**config.mk**
```make
export PLATFORM = sky130hd
export DESIGN_NAME = instr_fetch_flat
export DESIGN_NICKNAME = d
export VERILOG_FILES = /design/src/rtl/ifetch_pkg.sv /design/src/rtl/instr_fetch_if.sv /design/src/rtl/if_id_reg.sv /design/src/rtl/instr_fetch.sv /design/src/flat_wrapper.sv
export SDC_FILE = /design/constraint.sdc
export NUM_CORES = 1
export LEC_CHECK = 0
export ABC_AREA = 1
export BUFFER_PORTS_ARGS = -buffer_cell sky130_fd_sc_hd__buf_2
export CORE_MARGIN = 2
export CORE_UTILIZATION = 25
export CTS_BUF_LIST = sky130_fd_sc_hd__clkbuf_4
export CTS_CLUSTER_DIAMETER = 80
export DETAILED_ROUTE_END_ITERATION = 6
export HOLD_SLACK_MARGIN = 0.1
export SYNTH_ARGS = -nofsm -noshare
export SYNTH_HDL_FRONTEND = slang
export SYNTH_SLANG_ARGS = --single-unit
```
**constraint.sdc**
```tcl
create_clock -name clk -period 2.1 [get_ports clk]
set_input_delay 0.315 -clock clk [delete_from_list [all_inputs] [get_ports clk]]
set_output_delay 0.315 -clock clk [all_outputs]
set_load 0.1 [all_outputs]
```
**src/rtl/ifetch_pkg.sv**
```systemverilog
// Shared types and constants for the instruction fetch stage.
package ifetch_pkg;

    localparam int unsigned XLEN       = 32;
    localparam int unsigned WORD_BYTES = 4;

    localparam logic [XLEN-1:0] NOP_INSTR_DEFAULT = 32'h0000_0000;

    typedef enum logic [1:0] {
        S_BOOT,
        S_RUN,
        S_HALT
    } fetch_state_t;

    typedef struct packed {
        logic [XLEN-1:0] instr;
        logic [XLEN-1:0] pc;
        logic [XLEN-1:0] pc_plus4;
    } if_id_t;

    // Sequential next-word address, wraps modulo 2^32.
    function automatic logic [XLEN-1:0] pc_next(input logic [XLEN-1:0] pc);
        return pc + XLEN'(WORD_BYTES);
    endfunction

endpackage

```
**src/rtl/instr_fetch_if.sv**
```systemverilog
// Fetch-stage bus: instruction memory port, redirect input and IF/ID handshake.
interface instr_fetch_if;
    import ifetch_pkg::*;

    logic [XLEN-1:0] imem_addr;
    logic [XLEN-1:0] imem_instr;
    logic            redirect_valid;
    logic [XLEN-1:0] redirect_pc;
    logic            out_valid;
    logic            out_ready;
    logic [XLEN-1:0] out_instr;
    logic [XLEN-1:0] out_pc;
    logic [XLEN-1:0] out_pc_plus4;

    modport master (
        output imem_addr, out_valid, out_instr, out_pc, out_pc_plus4,
        input  imem_instr, redirect_valid, redirect_pc, out_ready
    );

    modport slave (
        input  imem_addr, out_valid, out_instr, out_pc, out_pc_plus4,
        output imem_instr, redirect_valid, redirect_pc, out_ready
    );

endinterface

```
**src/rtl/if_id_reg.sv**
```systemverilog
// IF/ID pipeline register with valid/ready handshake toward decode.
module if_id_reg
    import ifetch_pkg::*;
#(
    parameter logic [XLEN-1:0] NOP_INSTR = NOP_INSTR_DEFAULT
) (
    input  logic   clk,
    input  logic   rst_n,
    input  logic   load,
    input  logic   flush,
    input  logic   ready,
    input  if_id_t load_data,
    output logic   valid,
    output if_id_t data
);

    // Flush wins over load; an emptied slot always shows the NOP word.
    always_ff @(posedge clk or negedge rst_n) begin
        if (!rst_n) begin
            valid <= 1'b0;
            data  <= '{instr: NOP_INSTR, pc: '0, pc_plus4: '0};
        end else if (flush) begin
            valid      <= 1'b0;
            data.instr <= NOP_INSTR;
        end else if (load) begin
            valid <= 1'b1;
            data  <= load_data;
        end else if (valid && ready) begin
            valid      <= 1'b0;
            data.instr <= NOP_INSTR;
        end
    end

endmodule

```
**src/rtl/instr_fetch.sv**
```systemverilog
// Fetch stage: owns the PC, reads instruction memory, feeds the IF/ID register.
// Optional IFETCH_ALIGN_CHECK_EN refuses word-misaligned redirects and flags misalign_fault.
module instr_fetch
    import ifetch_pkg::*;
#(
    parameter logic [XLEN-1:0] RESET_PC  = 32'h0000_0000,
    parameter int unsigned     MEM_BYTES = 256,
    parameter logic [XLEN-1:0] NOP_INSTR = NOP_INSTR_DEFAULT
) (
    input  logic             clk,
    input  logic             rst_n,
    instr_fetch_if.master    bus,
    output logic             halted,
    output logic [XLEN-1:0]  fetch_count
`ifdef IFETCH_ALIGN_CHECK_EN
    ,
    output logic             misalign_fault
`endif
);

    localparam logic [XLEN-1:0] LAST_WORD_PC = XLEN'(MEM_BYTES - WORD_BYTES);

    fetch_state_t    state;
    logic [XLEN-1:0] pc;

    logic   in_range_c;
    logic   redirect_c;
    logic   redirect_ok_c;
    logic   load_c;
    if_id_t load_data_c;
    if_id_t if_id_q;

    assign in_range_c = (pc <= LAST_WORD_PC);
    assign redirect_c = bus.redirect_valid && (state != S_BOOT);

`ifdef IFETCH_ALIGN_CHECK_EN
    assign redirect_ok_c = (bus.redirect_pc[1:0] == 2'b00);
`else
    assign redirect_ok_c = 1'b1;
`endif

    assign load_c = (state == S_RUN) && !redirect_c && in_range_c
                    && (!bus.out_valid || bus.out_ready);

    assign load_data_c = '{instr: bus.imem_instr, pc: pc, pc_plus4: pc_next(pc)};

    assign bus.imem_addr    = pc;
    assign bus.out_instr    = if_id_q.instr;
    assign bus.out_pc       = if_id_q.pc;
    assign bus.out_pc_plus4 = if_id_q.pc_plus4;

    // PC / state machine; halted tracks entry into and exit from S_HALT.
    always_ff @(posedge clk or negedge rst_n) begin
        if (!rst_n) begin
            state       <= S_BOOT;
            pc          <= RESET_PC;
            halted      <= 1'b0;
            fetch_count <= '0;
        end else begin
            case (state)
                S_BOOT: state <= S_RUN;
                S_RUN, S_HALT: begin
                    if (redirect_c) begin
                        if (redirect_ok_c) begin
                            pc     <= bus.redirect_pc;
                            state  <= S_RUN;
                            halted <= 1'b0;
                        end else begin
                            state  <= S_HALT;
                            halted <= 1'b1;
                        end
                    end else if (state == S_RUN) begin
                        if (!in_range_c) begin
                            state  <= S_HALT;
                            halted <= 1'b1;
                        end else if (load_c) begin
                            pc          <= pc_next(pc);
                            fetch_count <= fetch_count + XLEN'(1);
                        end
                    end
                end
                default: state <= S_BOOT;
            endcase
        end
    end

`ifdef IFETCH_ALIGN_CHECK_EN
    // Sticky until reset.
    always_ff @(posedge clk or negedge rst_n) begin
        if (!rst_n) begin
            misalign_fault <= 1'b0;
        end else if (redirect_c && !redirect_ok_c) begin
            misalign_fault <= 1'b1;
        end
    end
`endif

    if_id_reg #(
        .NOP_INSTR (NOP_INSTR)
    ) u_if_id_reg (
        .clk       (clk),
        .rst_n     (rst_n),
        .load      (load_c),
        .flush     (redirect_c),
        .ready     (bus.out_ready),
        .load_data (load_data_c),
        .valid     (bus.out_valid),
        .data      (if_id_q)
    );

endmodule

```
**src/flat_wrapper.sv**
```systemverilog
// flat-port wrapper written by rule: the top's interface ports become plain ports
module instr_fetch_flat import ifetch_pkg::*;
#(
    parameter logic [XLEN-1:0] RESET_PC  = 32'h0000_0000,
    parameter int unsigned     MEM_BYTES = 256,
    parameter logic [XLEN-1:0] NOP_INSTR = NOP_INSTR_DEFAULT
)
  (clk, rst_n, halted, fetch_count, bus_imem_addr, bus_out_valid, bus_out_instr, bus_out_pc, bus_out_pc_plus4, bus_imem_instr, bus_redirect_valid, bus_redirect_pc, bus_out_ready);
  instr_fetch_if bus_i ();
  input  logic clk;
  input  logic rst_n;
  output logic halted;
  output logic [XLEN-1:0] fetch_count;
  output wire logic [$bits(bus_i.imem_addr)-1:0] bus_imem_addr;
  output wire logic [$bits(bus_i.out_valid)-1:0] bus_out_valid;
  output wire logic [$bits(bus_i.out_instr)-1:0] bus_out_instr;
  output wire logic [$bits(bus_i.out_pc)-1:0] bus_out_pc;
  output wire logic [$bits(bus_i.out_pc_plus4)-1:0] bus_out_pc_plus4;
  input wire logic [$bits(bus_i.imem_instr)-1:0] bus_imem_instr;
  input wire logic [$bits(bus_i.redirect_valid)-1:0] bus_redirect_valid;
  input wire logic [$bits(bus_i.redirect_pc)-1:0] bus_redirect_pc;
  input wire logic [$bits(bus_i.out_ready)-1:0] bus_out_ready;
  assign bus_imem_addr = bus_i.imem_addr;
  assign bus_out_valid = bus_i.out_valid;
  assign bus_out_instr = bus_i.out_instr;
  assign bus_out_pc = bus_i.out_pc;
  assign bus_out_pc_plus4 = bus_i.out_pc_plus4;
  assign bus_i.imem_instr = bus_imem_instr;
  assign bus_i.redirect_valid = bus_redirect_valid;
  assign bus_i.redirect_pc = bus_redirect_pc;
  assign bus_i.out_ready = bus_out_ready;
  instr_fetch #(.RESET_PC(RESET_PC), .MEM_BYTES(MEM_BYTES), .NOP_INSTR(NOP_INSTR)) u_core (.clk(clk), .rst_n(rst_n), .bus(bus_i), .halted(halted), .fetch_count(fetch_count));
endmodule
```
==> implementation parameters, run 1 <==
Parameter                              Value

Run status
  Result of the run    finished clean

STA
  Slew of the pin with the lowest slew margin    531 ps
  Fin Hold WS    about 200 ps
  Worst setup slack after layout    between 150 and 200 ps
  Timing-limited maximum frequency    0.518 GHz
  Number of max-slew violations in the final report    0
  Worst slew margin relative to its limit    64.9%
  Number of endpoints failing setup at the final stage    0
  Time the worst path needs with I/O delays and setup    1930 ps
  Sum of negative setup slack    0 ps
  Hold Violations, Final    0
  RSZ-0062 raised after global routing    false
  Clock skew    29.9 ps
  Share of the clock period used by the worst path after layout    slightly above 90%

Place
  Pre-CTS setup slack    171 ps
  HPWL reported at the end of detailed placement    20300 um
  Port bufs    229
  Routability-driven placement congestion ratio    0.939

Floorplanning
  Rows    68
  Number of top-level design ports    230
  Initial Utilization    25.3%
  Die outline area    36400 um2
  Horizontal extent of the die    ~190 um
  Placeable core region    34500 um2
  Die height    between 150 and 200 um

Setup path
  Crit path DAT    1620 ps
  Endpoint type of the worst setup path    primary output
  Startpoint class of the critical path    register
  WS Path Type    reg -> out
  Data required time of the critical path    1780 ps
  Maximum fanout along the worst path    6
  Max stage delay cell, worst path    sky130_fd_sc_hd__buf_2
  Cell-by-cell listing of the critical path    buf_4, buf_2
  Slowest stage delay, CP    around 430 ps

Routing
  Remaining number of nets flagged by the antenna check after routing    0
  Vias per inst    ~4.3
  Number of detailed-routing iterations run before antenna repair    5
  Total wire length    28200 um
  First-iteration detailed-routing DRC count    459
  Drc violations    0
  Total number of vias    8595
  Per-cell routed wire length    between 10 and 15 um

Yosys
  Nets in the synthesized netlist    1291
  Number of unique standard cell types used by synthesis    28
  Synth cell count leaders    560 x sky130_fd_sc_hd__nand2_1, 162 x sky130_fd_sc_hd__dfrtp_1, 115 x sky130_fd_sc_hd__nand3_1
  FF+latch count, synth    162
  Library cell with the highest instance count after synthesis    sky130_fd_sc_hd__nand2_1
  Seq/Total Area, Yosys    roughly 46%
  Post-synth top area share    46.5%
  Share of async-settable or async-resettable flops after synthesis    100%
  Post-synth design cell area    8730 um2
  Number of enable-type register cells in the synthesized netlist    0
  YS warnings    0
  Most area-hungry cell type in the Yosys netlist    sky130_fd_sc_hd__dfrtp_1
  Average size of a mapped cell    7.17 um2
  Synthesized instance count    1217
  Synth area leaders    sky130_fd_sc_hd__dfrtp_1 46%, sky130_fd_sc_hd__nand2_1 24%, sky130_fd_sc_hd__nand3_1 6.6%
  Leading register cell type out of synthesis    sky130_fd_sc_hd__dfrtp_1

Cells and area
  # fillers    3768
  Storage cell area    4060 um2
  Fraction of layout cells with a size suffix above 1    22.1%
  Nets    1581
  Layout overhead on the synthesized area    31.1%
  Multi-input gate area in the final layout    3780 um2

Global route
  Global router's overall resource usage    15.6%
  Total gr overflow    0
  Number of global-route vias before repair    8317
  Wire length of the first global-routing pass    between 40000 and 50000 um
  Antenna violations before repair    3
  Pin count of the biggest net entering global routing    71

Min path
  Worst Hold Class    in -> reg

Clocking
  Clock-pin transition on the worst setup and hold timing paths    170 ps
  TritonCTS clock tree    done
  H-tree depth    4
  CTS max path bufs    2
  Clock sink count    about 160
  Library cell used as clock root buffer    sky130_fd_sc_hd__clkbuf_4
  Clock latency at the later pin of the worst-skew pair    between 600 and 700 ps
  Total clock buffers created by CTS    17

Power
  Power Density    1100 nW/um2
  Total power    between 10000 and 15000 uW
  Leakage dissipation    0.00655 uW
  Largest vdd supply drop    0.876 mV

Flow run
  Max-capacitance violation count    0
## metal layers
layer	global-route usage [%]	vias to the layer above	part of all wire (%)
li1	-	4298	-
met1	20.6	4010	45
met2	24.3	243	46
met3	3.92	44	5.9
met4	5.84	0	3.0
met5	0	-	0
## sequential cells by signal, indices dropped and copies added (netlist names)
name / count
u_core.state: 2
u_core.u_if_id_reg.valid: 1
u_core.u_if_id_reg.data: 94
u_core.fetch_count: 32
u_core.halted: 1
u_core.bus.imem_addr: 32
## per-stage QoR
| step | util (%) | instance area [um2] | cells |
|---|---|---|---|
| after floorplan | - | 8730 | 1217 |
| after global placement | 30.3 | 10400 | 1877 |
| after detailed placement | 30.3 | 10400 | 1877 |
| after CTS | 33.2 | 11400 | 1975 |
| after global routing | 33.2 | 11400 | 1977 |
| final | 33.2 | 11400 | 1979 |
## cells by family after synthesis
logic type	count (synthesis)	synth area share, %
xor gates and xnor gates	23	2.31
buffers and inverters	181	10.3
and+or+nand+nor	822	38.7
adders and majority gates	6	0.860
AOI/OAI and AO/OA	23	1.33
DFF	162	46.5
## final timing paths
check                                       startpoint                           to  slack, ps  cells after the start
min in group asynchronous                        rst_n      u_core.bus.imem_addr[1]        250                      3
max in group asynchronous                        rst_n  u_core.u_if_id_reg.data[25]       1450                      3
max                           u_core.bus.imem_addr[19]            bus_imem_addr[19]        170                      2
max reg2reg                            u_core.state[0]  u_core.u_if_id_reg.data[88]        210                     10
min                                      bus_out_ready     u_core.u_if_id_reg.valid        190                      4
min reg2reg                u_core.u_if_id_reg.data[25]  u_core.u_if_id_reg.data[25]        480                      2
## layout make-up
cell class,count,share of cell area (%)
sequential,162,35.5
multi-input combinational,874,33.0
timing repair buffer,346,20.2
tap,455,4.98
inverter,106,3.48
clock inverter,15,1.62
clock buffer,17,1.12
antenna,4,0.0875
## critical path: cells and delay by family (launching register included)
kind | cells | cell delay, ps
buffers and inverters | 2 | 590
DFF | 1 | 420
## power by group
group	total (uW)	switching, uW	internal [uW]	leakage [uW]
clock	2110	1340	767	0.000171
combinational	6760	5180	1580	0.00417
sequential	3770	273	3500	0.00221
total	12600	6790	5840	0.00655
## cells in the final DEF (no fill, tap or decap), types with 3 or more instances in the layout
cell                              n
sky130_fd_sc_hd__nand2_1        560
sky130_fd_sc_hd__buf_2          228
sky130_fd_sc_hd__dfrtp_1        157
sky130_fd_sc_hd__nand3_1        115
sky130_fd_sc_hd__inv_1          103
sky130_fd_sc_hd__nor2_1         102
sky130_fd_sc_hd__dlygate4sd3_1   65
sky130_fd_sc_hd__buf_4           41
sky130_fd_sc_hd__clkbuf_4        17
sky130_fd_sc_hd__o21ai_0         15
sky130_fd_sc_hd__nand3b_1        14
sky130_fd_sc_hd__xor2_1          13
sky130_fd_sc_hd__nor3_1          13
sky130_fd_sc_hd__xnor2_1         10
sky130_fd_sc_hd__buf_12           9
sky130_fd_sc_hd__inv_6            7
sky130_fd_sc_hd__nor2_2           6
sky130_fd_sc_hd__ha_1             6
sky130_fd_sc_hd__o21ai_1          5
sky130_fd_sc_hd__nand4_1          5
sky130_fd_sc_hd__dfrtp_2          5
sky130_fd_sc_hd__diode_2          4
sky130_fd_sc_hd__inv_2            3
sky130_fd_sc_hd__inv_8            3
sky130_fd_sc_hd__buf_6            3
## repair_timing
action | 4_1_cts | 5_1_grt
endpoints found under the setup margin | 0 | 14
endpoints found under the hold margin | 226 | 0
buffers inserted | 0 | 0
hold buffers | 66 | 0
resized for setup | 0 | 2
Power figures use the tool's default switching activity.
==> run 2, diff against run 1 <==
--- a/config.mk
+++ b/config.mk
@@ -13,6 +13,7 @@
 export CTS_CLUSTER_DIAMETER = 80
 export DETAILED_ROUTE_END_ITERATION = 6
 export HOLD_SLACK_MARGIN = 0.1
+export REMOVE_ABC_BUFFERS = 1
 export SYNTH_ARGS = -nofsm -noshare
 export SYNTH_HDL_FRONTEND = slang
 export SYNTH_SLANG_ARGS = --single-unit
==> run 2 against run 1 <==
Setup slack got worse by 36 ps. Non-clock buffer count up 1. Die area is the same. First-iteration DRC count is 5.2% lower. Total power shrank 0.26%. Core utilization down 0.051 points. Combinational power decreased by 2%. Maximum frequency is 1.8% lower. Worst hold slack improved by 4.5 ps. Clock power hardly changed. Critical path type unchanged. Largest cell class unchanged. Highest routed layer unchanged.
==> implementation parameters, run 2 (synthesis gave the netlist of run 1 again) <==
Parameter                              Value

Setup path
  Max stage delay cell, worst path    sky130_fd_sc_hd__buf_2
  WS Path Type    reg -> out
  Crit path DAT    1650 ps
  Endpoint type of the worst setup path    primary output
  Top delay family on crit path    buffers and inverters
  Maximum fanout along the worst path    6
  Data required time of the critical path    between 1500 and 2000 ps
  Cell-by-cell listing of the critical path    buf_4, buf_2
  Slowest stage delay, CP    between 400 and 500 ps
  Number of buffer and inverter instances along the worst setup path    2
  Startpoint class of the critical path    register

Routing
  Per-cell routed wire length    between 10 and 15 um
  Vias per inst    4.39
  Remaining number of nets flagged by the antenna check after routing    0
  Total number of vias    a little under 9000
  Drc violations    0
  First-iteration detailed-routing DRC count    roughly 440
  Number of detailed-routing iterations run before antenna repair    4
  Total wire length    28500 um

Clocking
  TritonCTS clock tree    done
  CTS max path bufs    2
  Post-CTS repair timing setup buffer count    0
  Clock-pin transition on the worst setup and hold timing paths    160 ps
  Library cell used as clock root buffer    sky130_fd_sc_hd__clkbuf_4
  Total clock buffers created by CTS    17
  H-tree depth    4
  Clock sink count    162
  Clock latency at the later pin of the worst-skew pair    600 ps

Floorplanning
  Placeable core region    34500 um2
  Number of top-level design ports    230
  Rows    68
  Die height    191 um
  Initial Utilization    25.3%
  Horizontal extent of the die    191 um
  Die outline area    between 30000 and 40000 um2

Global route
  Wire length of the first global-routing pass    44600 um
  Total gr overflow    0
  Number of global-route vias before repair    8407
  Global router's overall resource usage    15.5%
  Antenna violations before repair    3
  Pin count of the biggest net entering global routing    72

STA
  Number of max-slew violations in the final report    0
  RSZ-0062 raised after global routing    false
  Share of the clock period used by the worst path after layout    93.7%
  Time the worst path needs with I/O delays and setup    1970 ps
  Timing-limited maximum frequency    0.508 GHz
  Worst slew margin relative to its limit    roughly three fifths
  Number of endpoints failing setup at the final stage    0
  Clock skew    29.9 ps
  Slew of the pin with the lowest slew margin    ~610 ps
  Sum of negative setup slack    0 ps
  Hold Violations, Final    0

Cells and area
  Max reg flops    94
  Layout overhead on the synthesized area    30.9%
  Largest Register    u_core.u_if_id_reg.data
  Fraction of layout cells with a size suffix above 1    21.9%
  Leading cell type in the layout, fill and taps excluded    sky130_fd_sc_hd__nand2_1
  Nets    around 1600
  Cell area after layout    11400 um2
  Post-route non-filler standard cell count    approximately 2000
  Most frequent cells in the layout    560 x sky130_fd_sc_hd__nand2_1, 228 x sky130_fd_sc_hd__buf_2, 162 x sky130_fd_sc_hd__dfrtp_1, 115 x sky130_fd_sc_hd__nand3_1, 103 x sky130_fd_sc_hd__inv_1
  # fillers    3689

Place
  Placed instance count    1878
  Routability-driven placement congestion ratio    around 0.9
  HPWL reported at the end of detailed placement    just over 20000 um
  Port bufs    around 230
  Placed cell area    about 10000 um2

Flow run
  Max-capacitance violation count    0

Power
  Power Density    1100 nW/um2
  Leakage dissipation    roughly 0.0065 uW
  Largest vdd supply drop    0.830 mV

Min path
  Worst Hold Class    in -> reg

Run status
  Result of the run    finished clean
-- run 2: cell count changes in the layout (fill, tap and decap cells not counted), sizes merged --
cell,before,now
clkinv,3,4
bufinv,2,3
inv,116,110
diode,4,3
clkbuf,17,19
clkinvlp,0,3
-- run 2: metrics by stage --
step / hold slack [ps] / worst slack, ps / util, % / total power (uW)
after floorplan: 19.4 / -1790 / - / 8400
after global placement: 355 / 150 / 30.2 / 10400
after detailed placement: 362 / 24.2 / 30.2 / 10500
after CTS: 154 / 61.6 / 33.0 / 12700
after global routing: 182 / 13.4 / 33.2 / 13400
final: 199 / 132 / 33.2 / 12600
-- run 2: final timing paths --
kind                                             start                           to  slack, ps  cells after the start
setup reg to reg                       u_core.state[0]  u_core.u_if_id_reg.data[94]        160                     11
hold / removal                     bus_redirect_pc[14]     u_core.bus.imem_addr[14]        200                      5
max in group asynchronous                        rst_n      u_core.bus.imem_addr[2]       1170                      3
setup / recovery              u_core.bus.imem_addr[15]            bus_imem_addr[15]        130                      2
hold reg to reg            u_core.u_if_id_reg.data[21]  u_core.u_if_id_reg.data[21]        480                      2
min in group asynchronous                        rst_n  u_core.u_if_id_reg.data[85]        270                      2
-- run 2: final cells by class --
cell class,count,area [um2],area share (%)
Antenna cell,3,7.51,0.0657
Clock buffer,18,135,1.18
Clock inverter,14,179,1.57
Inverter,106,398,3.48
Multi-Input combinational cell,874,3780,33.1
Sequential cell,162,4050,35.5
Tap cell,455,569,4.98
Timing Repair Buffer,347,2300,20.1
-- run 2: worst min-delay path, cell delays in order --
cell and delay (ps):
sky130_fd_sc_hd__buf_2 80, sky130_fd_sc_hd__nor2_1 50, sky130_fd_sc_hd__a31oi_1 150, sky130_fd_sc_hd__nand3_1 90, sky130_fd_sc_hd__nand2_1 70
-- run 2: timing repair --
| action | in CTS | in global routing |
|---|---|---|
| gates cloned | 0 | 1 |
| hold buffers | 65 | 0 |
| resized for setup | 1 | 2 |
| hold endpoints to repair | 122 | 0 |
| setup endpoints to repair | 1 | 56 |
-- run 2: power by group --
| part | switching [uW] | internal (uW) | total, uW |
|---|---|---|---|
| Sequential | 337 | 3500 | 3840 |
| Combinational | 5160 | 1490 | 6650 |
| Clock | 1260 | 856 | 2110 |
| Total | 6760 | 5840 | 12600 |
-- run 2: metal layers --
metal	track usage [%]	vias up	wire length (um)
met5	0	-	0
met4	6.41	0	776
met3	3.02	49	1500
met2	25.1	245	13200
met1	20.3	4093	13100
li1	-	4295	-
